[config.mk]
export PLATFORM = sky130hd
export DESIGN_NAME = keypad_matrix_scanner
export DESIGN_NICKNAME = d
export VERILOG_FILES = /design/src/rtl/keypad_pkg.sv /design/src/rtl/keypad_debounce_fsm.sv /design/src/rtl/keypad_matrix_scanner.sv
export SDC_FILE = /design/constraint.sdc
export NUM_CORES = 1
export LEC_CHECK = 0
export BUFFER_PORTS_ARGS = -buffer_cell sky130_fd_sc_hd__clkbuf_2
export CORE_UTILIZATION = 40
export CTS_BUF_LIST = sky130_fd_sc_hd__clkbuf_4
export DETAILED_ROUTE_END_ITERATION = 8
export HOLD_SLACK_MARGIN = 0.1
export MAX_ROUTING_LAYER = met4
export PLACE_DENSITY_LB_ADDON = 0.15
export SETUP_SLACK_MARGIN = 0.5
export SYNTH_ARGS = -nofsm -noshare
export SYNTH_HDL_FRONTEND = slang
export SYNTH_HIERARCHICAL = 1
export SYNTH_SLANG_ARGS = --single-unit
[constraint.sdc]
create_clock -name clk -period 10.9 [get_ports clk]
set_clock_uncertainty 0.05 [all_clocks]
set_input_delay 0.545 -clock clk [delete_from_list [all_inputs] [get_ports clk]]
set_output_delay 0.545 -clock clk [all_outputs]
set_load 0.05 [all_outputs]
[src/rtl/keypad_pkg.sv]
// Shared key codes, debounce state encoding and the row/column to key-code map.
package keypad_pkg;

  localparam logic [3:0] KEY_0    = 4'd0;
  localparam logic [3:0] KEY_1    = 4'd1;
  localparam logic [3:0] KEY_2    = 4'd2;
  localparam logic [3:0] KEY_3    = 4'd3;
  localparam logic [3:0] KEY_4    = 4'd4;
  localparam logic [3:0] KEY_5    = 4'd5;
  localparam logic [3:0] KEY_6    = 4'd6;
  localparam logic [3:0] KEY_7    = 4'd7;
  localparam logic [3:0] KEY_8    = 4'd8;
  localparam logic [3:0] KEY_9    = 4'd9;
  localparam logic [3:0] KEY_STAR = 4'd10;
  localparam logic [3:0] KEY_HASH = 4'd11;
  localparam logic [3:0] KEY_NONE = 4'd15;

  typedef enum logic [1:0] {
    IDLE,
    PRESS_WAIT,
    HELD,
    RELEASE_WAIT
  } kp_state_e;

  function automatic logic [3:0] key_code(input logic [1:0] row, input logic [1:0] col);
    if (row == 2'd3) begin
      case (col)
        2'd0:    return KEY_STAR;
        2'd1:    return KEY_0;
        default: return KEY_HASH;
      endcase
    end
    return ({2'b00, row} * 4'd3) + {2'b00, col} + 4'd1;
  endfunction

endpackage

[src/rtl/keypad_debounce_fsm.sv]
// Frame-rate press/release debouncer producing the key_valid/key_value stream.
// Optional auto-repeat while held: define KEYPAD_REPEAT_EN.
module keypad_debounce_fsm
  import keypad_pkg::*;
#(
  parameter int DEBOUNCE_FRAMES = 4,
  parameter int REPEAT_DELAY    = 50,
  parameter int REPEAT_PERIOD   = 10
) (
  input  logic       i_clk,
  input  logic       i_rst_n,
  input  logic       i_enable,
  input  logic       i_frame_end,
  input  logic [3:0] i_frame_code,
  output logic       o_key_valid,
  output logic [3:0] o_key_value,
  output logic       o_key_busy
);

  localparam logic [15:0] DEB = 16'(DEBOUNCE_FRAMES);

  if (DEBOUNCE_FRAMES < 1 || REPEAT_DELAY < 1 || REPEAT_PERIOD < 1) begin : g_bad_param
    $error("keypad_debounce_fsm: frame counts must be at least 1");
  end

  kp_state_e   r_state;
  logic [3:0]  r_cand;
  logic [15:0] r_cnt;
  logic        r_valid;
  logic [3:0]  r_value;
  logic        r_busy;
`ifdef KEYPAD_REPEAT_EN
  localparam logic [15:0] RDLY = 16'(REPEAT_DELAY);
  localparam logic [15:0] RPER = 16'(REPEAT_PERIOD);
  logic [15:0] r_rep_cnt;
  logic        r_rep_armed;
`endif

  always_ff @(posedge i_clk) begin
    if (!i_rst_n) begin
      r_state <= IDLE;
      r_cand  <= KEY_NONE;
      r_cnt   <= '0;
      r_valid <= 1'b0;
      r_value <= '0;
      r_busy  <= 1'b0;
`ifdef KEYPAD_REPEAT_EN
      r_rep_cnt   <= '0;
      r_rep_armed <= 1'b0;
`endif
    end else if (!i_enable) begin
      // key_value deliberately survives a scan pause
      r_state <= IDLE;
      r_cand  <= KEY_NONE;
      r_cnt   <= '0;
      r_valid <= 1'b0;
      r_busy  <= 1'b0;
`ifdef KEYPAD_REPEAT_EN
      r_rep_cnt   <= '0;
      r_rep_armed <= 1'b0;
`endif
    end else begin
      r_valid <= 1'b0;
      if (i_frame_end) begin
        case (r_state)
          IDLE: begin
            if (i_frame_code != KEY_NONE) begin
              r_cand <= i_frame_code;
              r_busy <= 1'b1;
              if (DEB == 16'd1) begin
                r_valid <= 1'b1;
                r_value <= i_frame_code;
                r_cnt   <= '0;
                r_state <= HELD;
`ifdef KEYPAD_REPEAT_EN
                r_rep_cnt   <= '0;
                r_rep_armed <= 1'b0;
`endif
              end else begin
                r_cnt   <= 16'd1;
                r_state <= PRESS_WAIT;
              end
            end
          end
          PRESS_WAIT: begin
            if (i_frame_code == KEY_NONE) begin
              r_cnt   <= '0;
              r_busy  <= 1'b0;
              r_state <= IDLE;
            end else if (i_frame_code == r_cand) begin
              if (r_cnt + 16'd1 >= DEB) begin
                r_valid <= 1'b1;
                r_value <= r_cand;
                r_cnt   <= '0;
                r_state <= HELD;
`ifdef KEYPAD_REPEAT_EN
                r_rep_cnt   <= '0;
                r_rep_armed <= 1'b0;
`endif
              end else begin
                r_cnt <= r_cnt + 16'd1;
              end
            end else begin
              r_cand <= i_frame_code;
              r_cnt  <= 16'd1;
            end
          end
          HELD: begin
            if (i_frame_code == KEY_NONE) begin
`ifdef KEYPAD_REPEAT_EN
              r_rep_cnt   <= '0;
              r_rep_armed <= 1'b0;
`endif
              if (DEB == 16'd1) begin
                r_cnt   <= '0;
                r_busy  <= 1'b0;
                r_state <= IDLE;
              end else begin
                r_cnt   <= 16'd1;
                r_state <= RELEASE_WAIT;
              end
            end
`ifdef KEYPAD_REPEAT_EN
            else if ((!r_rep_armed && (r_rep_cnt + 16'd1 == RDLY)) ||
                     (r_rep_armed && (r_rep_cnt + 16'd1 == RPER))) begin
              r_valid     <= 1'b1;
              r_rep_cnt   <= '0;
              r_rep_armed <= 1'b1;
            end else begin
              r_rep_cnt <= r_rep_cnt + 16'd1;
            end
`endif
          end
          RELEASE_WAIT: begin
            if (i_frame_code != KEY_NONE) begin
              r_cnt   <= '0;
              r_state <= HELD;
            end else if (r_cnt + 16'd1 >= DEB) begin
              r_cnt   <= '0;
              r_busy  <= 1'b0;
              r_state <= IDLE;
            end else begin
              r_cnt <= r_cnt + 16'd1;
            end
          end
          default: r_state <= IDLE;
        endcase
      end
    end
  end

  assign o_key_valid = r_valid;
  assign o_key_value = r_value;
  assign o_key_busy  = r_busy;

endmodule

[src/rtl/keypad_matrix_scanner.sv]
// 3x4 keypad column scanner, row synchroniser and frame decoder feeding the debouncer.
// Optional auto-repeat while held: define KEYPAD_REPEAT_EN.
module keypad_matrix_scanner
  import keypad_pkg::*;
#(
  parameter int SCAN_DIV        = 1000,
  parameter int DEBOUNCE_FRAMES = 4,
  parameter int REPEAT_DELAY    = 50,
  parameter int REPEAT_PERIOD   = 10
) (
  input  logic       clk,
  input  logic       rst_n,
  input  logic       scan_en,
  input  logic [3:0] key_row,
  output logic [2:0] key_col,
  output logic       key_valid,
  output logic [3:0] key_value,
  output logic       key_busy
);

  localparam int DW = $clog2(SCAN_DIV);

  if (SCAN_DIV < 2) begin : g_bad_div
    $error("keypad_matrix_scanner: SCAN_DIV must be at least 2");
  end

  logic [DW-1:0] r_div;
  logic [1:0]    r_col_idx;
  logic          r_scan_on;
  logic [3:0]    r_row_s1;
  logic [3:0]    r_row_s2;
  logic [3:0]    r_hit_c0;
  logic [3:0]    r_hit_c1;
  logic          r_frame_end;
  logic [3:0]    r_frame_code;
  logic          w_sample;
  logic [11:0]   w_hits;
  logic [3:0]    w_nhits;
  logic [3:0]    w_found;
  logic [3:0]    w_code;

  assign w_sample = r_scan_on && (r_div == DW'(SCAN_DIV - 1));
  assign w_hits   = {~r_row_s2, r_hit_c1, r_hit_c0};

  // Columns 0/1 are latched earlier in the frame; column 2 is decoded live at frame end.
  always_comb begin
    w_nhits = '0;
    w_found = KEY_NONE;
    for (int unsigned c = 0; c < 3; c++) begin
      for (int unsigned r = 0; r < 4; r++) begin
        if (w_hits[c*4 + r]) begin
          w_nhits = w_nhits + 4'd1;
          w_found = key_code(2'(r), 2'(c));
        end
      end
    end
    w_code = (w_nhits == 4'd1) ? w_found : KEY_NONE;
  end

  always_ff @(posedge clk) begin
    if (!rst_n) begin
      r_row_s1     <= '1;
      r_row_s2     <= '1;
      r_div        <= '0;
      r_col_idx    <= '0;
      r_scan_on    <= 1'b1;
      r_hit_c0     <= '0;
      r_hit_c1     <= '0;
      r_frame_end  <= 1'b0;
      r_frame_code <= KEY_NONE;
    end else begin
      r_row_s1    <= key_row;
      r_row_s2    <= r_row_s1;
      r_frame_end <= 1'b0;
      r_scan_on   <= scan_en;
      if (!scan_en) begin
        // parked at col 0 so re-enable starts a clean frame
        r_div     <= '0;
        r_col_idx <= '0;
        r_hit_c0  <= '0;
        r_hit_c1  <= '0;
      end else if (r_scan_on) begin
        if (w_sample) begin
          r_div <= '0;
          case (r_col_idx)
            2'd0: begin
              r_hit_c0  <= ~r_row_s2;
              r_col_idx <= 2'd1;
            end
            2'd1: begin
              r_hit_c1  <= ~r_row_s2;
              r_col_idx <= 2'd2;
            end
            default: begin
              r_col_idx    <= 2'd0;
              r_frame_end  <= 1'b1;
              r_frame_code <= w_code;
            end
          endcase
        end else begin
          r_div <= r_div + DW'(1);
        end
      end
    end
  end

  always_comb begin
    key_col = 3'b111;
    if (r_scan_on) begin
      case (r_col_idx)
        2'd0:    key_col = 3'b110;
        2'd1:    key_col = 3'b101;
        default: key_col = 3'b011;
      endcase
    end
  end

  keypad_debounce_fsm #(
    .DEBOUNCE_FRAMES (DEBOUNCE_FRAMES),
    .REPEAT_DELAY    (REPEAT_DELAY),
    .REPEAT_PERIOD   (REPEAT_PERIOD)
  ) u_debounce (
    .i_clk        (clk),
    .i_rst_n      (rst_n),
    .i_enable     (scan_en),
    .i_frame_end  (r_frame_end),
    .i_frame_code (r_frame_code),
    .o_key_valid  (key_valid),
    .o_key_value  (key_value),
    .o_key_busy   (key_busy)
  );

endmodule

==> flow_summary.yaml, run 1 <==
sta:
  slew_headroom: 0.358
  hold_viol: 0
  layout_min_cycle_time_ns: 6.88
  setup_tns_ns: 0
  setup_viol: 0
  maxClockFrequency_mhz: 145
  fin_crit_sh: 0.631
  rsz0062_at_grt: "no"
  tightest_slew_ns: 0.961
  slew_viol_final: 0
clock_network:
  cts_made_buffers: 9
  hold_buffers: 0
  cts_sinks: 62
  tritoncts: "built"
  clkTransAtPathRegs_ns: 0.12
  cts_resized: 0
  clkLatencyLatePin_ns: 0.42
  cts-root-buf: "clkbuf_4"
  htreeDepth: 3
  cts_buffer_depth: 2
  postCtsSetupBuffers: 0
place:
  portBuffers: 15
  dp.cells: 527
  gp_congestion: 0.766
  dp_hpwl_um: 5250
power_and_ir_drop:
  powerDensity_mw_per_mm2: 104
  leakage_nw: 1.60
  ir_worst_vdd_mv: 0.0552
worst_setup_path:
  r2r_end: "r_frame_code[2]"
  reg2reg_depth: 33
  crit_required_ns: 11.14
  arrival_ns: 7.12
  worstSetupPathType: "flop to flop"
  r2r_start: "r_hit_c0[0]"
  end_kind: "flop"
  crit_slowest_cell: "or4_4"
  crit_fanout: 5
  max_stage_delay_ns: 0.41
  reg2reg_setup_slack_ns: 4.02
  startpoint_type: "flop"
  cp_common_cell: "ha_1"
routing:
  top_layer_used: "met4"
  wl_met3_um: 165
  vias: 2890
  routedLengthMet1_um: 3820
  drc: 0
  ant_nets: 0
  first_pass_iters: 4
  vias_per_cell: 5.32
  wirelength_um: 7290
  dr_wl_met2_um: 3190
  initialDrtViolationCount: 89
  drt-wirelength-per-cell_um: 13.4
floorplanning:
  rows: 34
  core_area_sq_mm: 0.00885
  die_h_um: 98.5
  die_w_um: 98.5
  start_util: 0.421
  io_pins: 16
  die_area_sq_mm: 0.00970
yosys:
  yosys-top-cells-area: "dfxtp_1 33%, ha_1 4.7%, nand2_1 4.4%"
  synth_area_sq_mm: 0.00372
  syn_area_per_cell_sq_um: 8.81
  yosys_warnings: 6
  netlist.area_leader.share: 0.333
  synth_area_leader_cell: "dfxtp_1"
  ys_seq_area_frac: 0.333
  synth-edff-count: 0
  synth_seq_cells: 62
  synth_nets: 444
  synth-main-ff-cell: "dfxtp_1"
  async_flop_share: 0
  ys_types: 70
  synth_cells: 423
grt:
  antenna_found_initial: 0
  gr-total-overflow: 0
  grt_max_degree: 25
  grt_pass1_wl_um: 12600
  first_global_vias: 2667
  grt_use_total: 0.166
worst_hold_path:
  min_path_cells: 2
  min_path_type: "input pin to flop"
  hold_end: "r_row_s1[0]"
  hold_path_startpoint: "key_row[0]"
outcome:
  status: "complete, no violations"
final_layout:
  final_common_cell: "dfxtp_1"
  multi_input_area_sq_mm: 0.00233
  regArea_sq_mm: 0.00124
  fill_cells: 894
  nets: 451
  antenna_cells: 0
  layoutNonFillerInstCount: 543
  drive_gt1_frac: 0.131
  area_delta_synth_final_pct: 6.62
  final_cell_mix: "62 x dfxtp_1, 44 x nand2_1, 42 x nor2_1"
job:
  cap_violations: 0
==> cell type report <==
class	instances	area share
Tap cell	108	0.0340
Clock inverter	7	0.0186
Timing Repair Buffer	16	0.0208
Sequential cell	62	0.313
Inverter	11	0.0104
Multi-Input combinational cell	330	0.587
Clock buffer	9	0.0170
==> power breakdown <==
group          internal [W]  switching [W]  total [W]  leakage (nW)
Clock             0.0000706      0.0000930   0.000164        0.0763
Combinational    0.00000662     0.00000979  0.0000164          1.02
Sequential         0.000228     0.00000275   0.000231         0.502
Total              0.000306       0.000106   0.000411          1.60
==> cells in the mapped netlist (8+ instances only) <==
master and n:
o21ai_0 13, xnor2_1 18, ha_1 14, and3_1 21, nand4_1 8, inv_1 11, nand2_1 44, a211oi_1 11
nor2_1 42, dfxtp_1 62, a21oi_1 13, nand2b_1 14, nor3_1 12, xor2_1 15, clkbuf_1 10, nand3_1 20
==> metrics by stage <==
stage	power (W)	hold WS (ns)	util	cell area [sq um]	setup slack [ns]
floorplan	0.000248	0.336	-	3720	4.49
global placement	0.000253	0.349	0.433	3830	4.24
detailed placement	0.000253	0.353	0.433	3830	4.04
CTS	0.000418	0.240	0.449	3970	4.01
global route	0.000430	0.252	0.449	3970	3.54
finish	0.000411	0.262	0.449	3970	4.02
==> flip-flops by register name, indices dropped and copies added, names as in the netlist, named ones only <==
signal                  cells
r_div                      10
u_debounce/r_cnt           16
r_hit_c0                    4
r_row_s1                    4
u_debounce/o_key_busy       1
u_debounce/r_cand           4
r_col_idx                   2
u_debounce/o_key_valid      1
u_debounce/r_state          1
r_frame_code                4
r_row_s2                    4
u_debounce/o_key_value      4
r_frame_end                 1
r_scan_on                   1
r_hit_c1                    4
==> worst max path at each step <==
stage | startpoint | to | slack, ns
2_1_floorplan | r_hit_c0[0] | r_frame_code[2] | 4.49
3_3_place_gp | r_hit_c0[0] | r_frame_code[2] | 4.24
3_5_place_dp | r_hit_c0[1] | r_frame_code[2] | 4.04
4_1_cts | r_hit_c0[1] | r_frame_code[2] | 4.01
5_1_grt | r_hit_c0[0] | r_frame_code[2] | 3.54
6_report | r_hit_c0[0] | r_frame_code[2] | 4.02
==> cells by family after synthesis <==
group,count (synthesis),share of synthesized area
flip-flops,62,0.333
adder cells (fa/ha/maj),14,0.0470
multiplexers,7,0.0195
AO/OA/AOI/OAI,65,0.130
AND/OR/NAND/NOR,201,0.292
buffers and inverters,31,0.0413
XOR/XNOR,43,0.137
==> per-layer routing <==
metal	global-route usage	up-vias
met4	0.0689	0
met2	0.250	31
li1	-	1522
met3	0.0277	9
met1	0.222	1328
met5	-	-
==> critical path, delay by kind of cell, from the launching register on <==
family                     cells  cell delay [ns]
adders and majority gates     10             2.93
xor gates and xnor gates       3             0.51
buffers and inverters          3             0.16
DFF                            1             0.39
AOI/OAI and AO/OA              8             1.13
and+or+nand+nor                7             0.99
muxes                          2             0.59
Note: power is estimated with default switching activity, not from simulation.
==> inputs of run 2 (changes only) <==
- clock period: 10.9 -> 6.1 ns (I/O delays scaled with it)
==> run 2 against run 1 <==
Compared with the run above: the run now ends with setup timing left; clock power is 50% higher; via count rose by 4.1%; clock-buffer cell count stayed put; wire length up 4.3%; worst hold slack worse by 0.066 ns; final cell count increased by 5.3%; core utilization rose by 4.1 points; first-iteration DRC count grew 43%; sequential cell count is the same; maximum frequency rose by 13%; die area is the same; critical path type unchanged; largest power group unchanged; highest routed layer unchanged.
==> flow_summary.yaml, run 2 (synthesized netlist as in run 1, its figures left out) <==
outcome:
  status: "finished, violations left"
  violations: "setup timing"
final_layout:
  layoutNonFillerInstCount: 572
  antenna_cells: 0
  nets: 480
  reg_top3: "u_debounce/r_cnt x16, r_div x10"
  drive_gt1_frac: 0.226
  final_common_cell: "dfxtp_1"
  area_delta_synth_final_pct: 16.4
  largest_register_ffs: 16
  final_cell_mix: "60 x dfxtp_1, 42 x nand2_1, 40 x nor2_1"
  regMostFlops: "u_debounce/r_cnt"
power_and_ir_drop:
  p_seq_frac: 0.594
  switchingPower_w: 0.000187
  leakage_nw: 1.74
  ir_worst_vdd_mv: 0.147
  p_int_w: 0.000509
  powerDensity_mw_per_mm2: 161
  switching_share: 0.268
  p_comb_frac: 0.053
  clock_power_share: 0.353
  power.total_w: 0.000696
grt:
  gr-total-overflow: 0
  grt_use_total: 0.175
  antenna_found_initial: 0
  grt_pass1_wl_um: 13300
  first_global_vias: 2881
  grt_max_degree: 25
floorplanning:
  io_pins: 16
  die_h_um: 98.5
  die_w_um: 98.5
  start_util: 0.421
  die_area_sq_mm: 0.00970
  rows: 34
  core_area_sq_mm: 0.00885
clock_network:
  cts_made_buffers: 9
  cts_sinks: 62
  clkTransAtPathRegs_ns: 0.11
  clkLatencyLatePin_ns: 0.41
  cts-root-buf: "clkbuf_4"
  tritoncts: "built"
  cts_buffer_depth: 2
  htreeDepth: 3
worst_setup_path:
  cp_common_cell: "ha_4"
  startpoint_type: "flop"
  arrival_ns: 6.31
  crit_slowest_cell: "or4_4"
  crit_required_ns: 6.31
  max_stage_delay_ns: 0.41
  worstSetupPathType: "flop to flop"
  crit_fanout: 3
  end_kind: "flop"
routing:
  vias_per_cell: 5.26
  ant_nets: 0
  drt-wirelength-per-cell_um: 13.3
  wirelength_um: 7610
  drc: 0
  first_pass_iters: 6
  vias: 3009
  initialDrtViolationCount: 127
sta:
  fin_crit_sh: 1.00
  rsz0062_at_grt: "yes"
  slew_headroom: 0.384
  setup_ws_ns: -0.00180
  tightest_slew_ns: 0.922
  slew_viol_final: 0
  maxClockFrequency_mhz: 164
  hold_viol: 0
  layout_min_cycle_time_ns: 6.10
  setup_viol: 1
place:
  gp_congestion: 0.865
  dp_hpwl_um: 5490
  dp.cells: 539
  portBuffers: 15
job:
  cap_violations: 0
worst_hold_path:
  min_path_type: "input pin to flop"
[run 2: cell types whose count changed in the layout (fill, tap and decap cells not counted), sizes merged]
| cell | before | now |
|---|---|---|
| bufinv | 1 | 0 |
| clkinvlp | 1 | 3 |
| dlygate4sd3 | 0 | 4 |
| clkinv | 4 | 3 |
| buf | 1 | 26 |
[run 2: power by group through the flow]
stage	Sequential, W	Clock, W	Combinational (W)
6_report	0.000413	0.000246	0.0000369
5_1_grt	0.000414	0.000274	0.0000414
4_1_cts	0.000413	0.000255	0.0000358
3_5_place_dp	0.000422	0	0.0000312
3_3_place_gp	0.000422	0	0.0000308
2_1_floorplan	0.000418	0	0.0000259
[run 2: cell type report]
| cell class | instances | area (sq um) |
|---|---|---|
| tap | 108 | 135 |
| clock buffer | 9 | 67.6 |
| clock inverter | 7 | 50.0 |
| fill | 857 | 4510 |
| inverter | 11 | 41.3 |
| timing repair buffer | 45 | 314 |
| sequential | 62 | 1240 |
| multi-input combinational | 330 | 2480 |
[run 2: what timing repair did]
item	4_1_cts	5_1_grt
setup endpoints to repair	4	4
hold buffers	4	0
resized for setup	9	8
endpoints found under the hold margin	4	0
pin swaps	16	11
setup buffers	10	3
[run 2: per-stage QoR]
step | TNS, ns | hold WS (ns) | area (sq um) | util | setup slack, ns
after detailed placement | -0.100 | 0.348 | 4010 | 0.454 | -0.100
after floorplan | 0 | 0.336 | 3820 | - | 0.0593
after CTS | 0 | 0.192 | 4280 | 0.484 | 0.0259
after global placement | 0 | 0.346 | 4010 | 0.454 | 0.0484
final | -0.00180 | 0.197 | 4330 | 0.490 | -0.00180
after global routing | -0.398 | 0.197 | 4330 | 0.490 | -0.284
[run 2: layer usage]
metal  vias up  track usage  routed length (um)  share of wire
met5         -            -                   0              0
met4         0       0.0413                  74         0.0097
met3         9       0.0447                 210          0.028
met2        32        0.278                3530           0.46
met1      1388        0.223                3790           0.50
li1       1580            -                   -              -
[run 2: path summary, 6_finish.rpt]
| kind | slack, ns | endpoint | cells past startpoint | start |
|---|---|---|---|---|
| min | 0.20 | r_scan_on | 2 | scan_en |
| max reg2reg | -0.002 | r_frame_code[2] | 33 | r_hit_c0[1] |
| min reg2reg | 0.37 | r_row_s2[0] | 1 | r_row_s1[0] |
| max | -0.002 | r_frame_code[2] | 33 | r_hit_c0[1] |
[run 2: critical path: cells and delay by family (launching register included)]
family                   cells  cell delay, ns
flip-flops                   1            0.36
buffers and inverters        3            0.17
adder cells (fa/ha/maj)     10            2.58
AND/OR/NAND/NOR              7            0.93
XOR/XNOR                     3            0.45
AO/OA/AOI/OAI                8            0.85
multiplexers                 2            0.56
==> inputs of run 3 (changes only) <==
- GPL_ROUTABILITY_DRIVEN: not set -> 0
- clock period: 6.1 -> 6.7 ns (I/O delays scaled with it)
==> run 3 against run 2 <==
Compared with the run above: wire length increased by 3.4%; register-to-register slack improved by 0.44 ns; the flow now finishes without violations; maximum frequency decreased by 2.6%; sequential share of layout area increased by 0.29 points; first-iteration DRC count decreased by 14%; total power increased by 9.3%; cell area decreased by 0.89%; sequential power decreased by 9.0%; setup slack improved by 0.44 ns.
==> flow_summary.yaml, run 3 (synthesized netlist as in run 1, its figures left out) <==
outcome:
  status: "complete, no violations"
final_layout:
  fin_util: 0.485
  antenna_cells: 0
  area_delta_synth_final_pct: 15.3
  drive_gt1_frac: 0.201
  nets: 464
  final_cell_mix: "59 x dfxtp_1, 42 x nand2_1, 39 x nor2_1"
  regMostFlops: "u_debounce/r_cnt"
  final_common_cell: "dfxtp_1"
  reg_top3: "u_debounce/r_cnt x16, r_div x10"
  design_area_sq_mm: 0.00430
  largest_register_ffs: 16
worst_setup_path:
  critical-path-top-delay-family: "adder cells"
  end_kind: "flop"
  startpoint_type: "flop"
  crit_fanout: 4
  critical_path_depth: 33
  reg2reg_depth: 33
  crit_slowest_cell: "or4_4"
  arrival_ns: 6.47
  max_stage_delay_ns: 0.41
  crit_required_ns: 6.90
  cp_common_cell: "ha_4"
  worstSetupPathType: "flop to flop"
  path_buf_inv: 3
sta:
  layout_min_cycle_time_ns: 6.26
  tightest_slew_ns: 1.13
  fin_crit_sh: 0.935
  slew_viol_final: 0
  hold_viol: 0
  slew_headroom: 0.246
  whs_ns: 0.210
  setup_viol: 0
  maxClockFrequency_mhz: 160
  setup_tns_ns: 0
  setup_ws_ns: 0.437
  rsz0062_at_grt: "yes"
floorplanning:
  start_util: 0.421
  io_pins: 16
  die_w_um: 98.5
  die_area_sq_mm: 0.00970
  die_h_um: 98.5
  rows: 34
  core_area_sq_mm: 0.00885
place:
  placed_area_sq_mm: 0.00388
  dp_hpwl_um: 5560
  place_ws_ns: 0.147
  portBuffers: 15
clock_network:
  cts_buffer_depth: 2
  cts_made_buffers: 9
  cts_sinks: 62
  htreeDepth: 3
  clkTransAtPathRegs_ns: 0.12
  tritoncts: "built"
  cts-root-buf: "clkbuf_4"
  clkLatencyLatePin_ns: 0.40
power_and_ir_drop:
  leakage_nw: 1.71
  ir_worst_vdd_mv: 0.0868
  powerDensity_mw_per_mm2: 177
grt:
  grt_max_degree: 25
  grt_pass1_wl_um: 13400
  first_global_vias: 2865
  antenna_found_initial: 0
  gr-total-overflow: 0
  grt_use_total: 0.176
routing:
  drc: 0
  vias: 2973
  wirelength_um: 7870
  drt-wirelength-per-cell_um: 14.1
  vias_per_cell: 5.35
  ant_nets: 0
  first_pass_iters: 4
  initialDrtViolationCount: 109
worst_hold_path:
  min_path_type: "input pin to flop"
  min_path_cells: 2
job:
  cap_violations: 0
==> run 3: cell types whose count changed in the layout (fill, tap and decap cells not counted), moves of 2 or more <==
cell | before | now
clkinvlp_4 | 3 | 0
buf_4 | 25 | 10
inv_6 | 1 | 3
nor2_4 | 1 | 3
bufinv_16 | 0 | 3
clkinv_2 | 2 | 0
==> run 3: worst paths after layout <==
kind	from	end	slack (ns)
worst max-delay path	r_hit_c0[1]	r_frame_code[2]	0.44
worst min-delay path	scan_en	r_scan_on	0.21
worst max register to register	r_hit_c0[1]	r_frame_code[2]	0.44
worst min register to register	r_row_s1[0]	r_row_s2[0]	0.37
==> run 3: where the power goes <==
group | total, W | switching (W) | internal [W]
sequential | 0.000376 | 0.00000466 | 0.000372
combinational | 0.0000313 | 0.0000176 | 0.0000137
clock | 0.000353 | 0.000158 | 0.000195
==> run 3: final cells by class <==
type	count	area [sq um]
Multi-Input combinational cell	330	2490
Fill cell	861	4550
Timing Repair Buffer	29	190
Clock buffer	9	67.6
Clock inverter	7	128
Tap cell	108	135
Inverter	11	41.3
Sequential cell	62	1240
==> run 3: through the flow <==
| step | total power, W | std cells |
|---|---|---|
| finish | 0.000761 | 556 |
| global route | 0.000790 | 556 |
| CTS | 0.000770 | 553 |
| detailed placement | 0.000412 | 526 |
| global placement | 0.000412 | 526 |
| floorplan | 0.000405 | 423 |
==> run 3: per-layer routing <==
layer,track usage,vias to the layer above,part of all wire
met3,0.0270,2,0.021
met2,0.274,31,0.46
met4,0.0551,0,0.0036
met5,-,-,0
li1,-,1541,-
met1,0.234,1399,0.52
==> run 3: timing repair <==
item,CTS,global route
setup endpoints to repair,3,4
pin swaps,9,10
hold endpoints to repair,4,0
setup buffers,7,3
gates resized for setup,11,13
hold buffers,4,0
==> run 3: worst register-to-register path: cells and delay by family (launching register included) <==
family                     cells  cell delay (ns)
buffers and inverters          3             0.17
DFF                            1             0.36
xor gates and xnor gates       3             0.41
and+or+nand+nor                7             0.87
adders and majority gates     10             2.72
muxes                          2             0.57
AOI/OAI and AO/OA              8             0.95
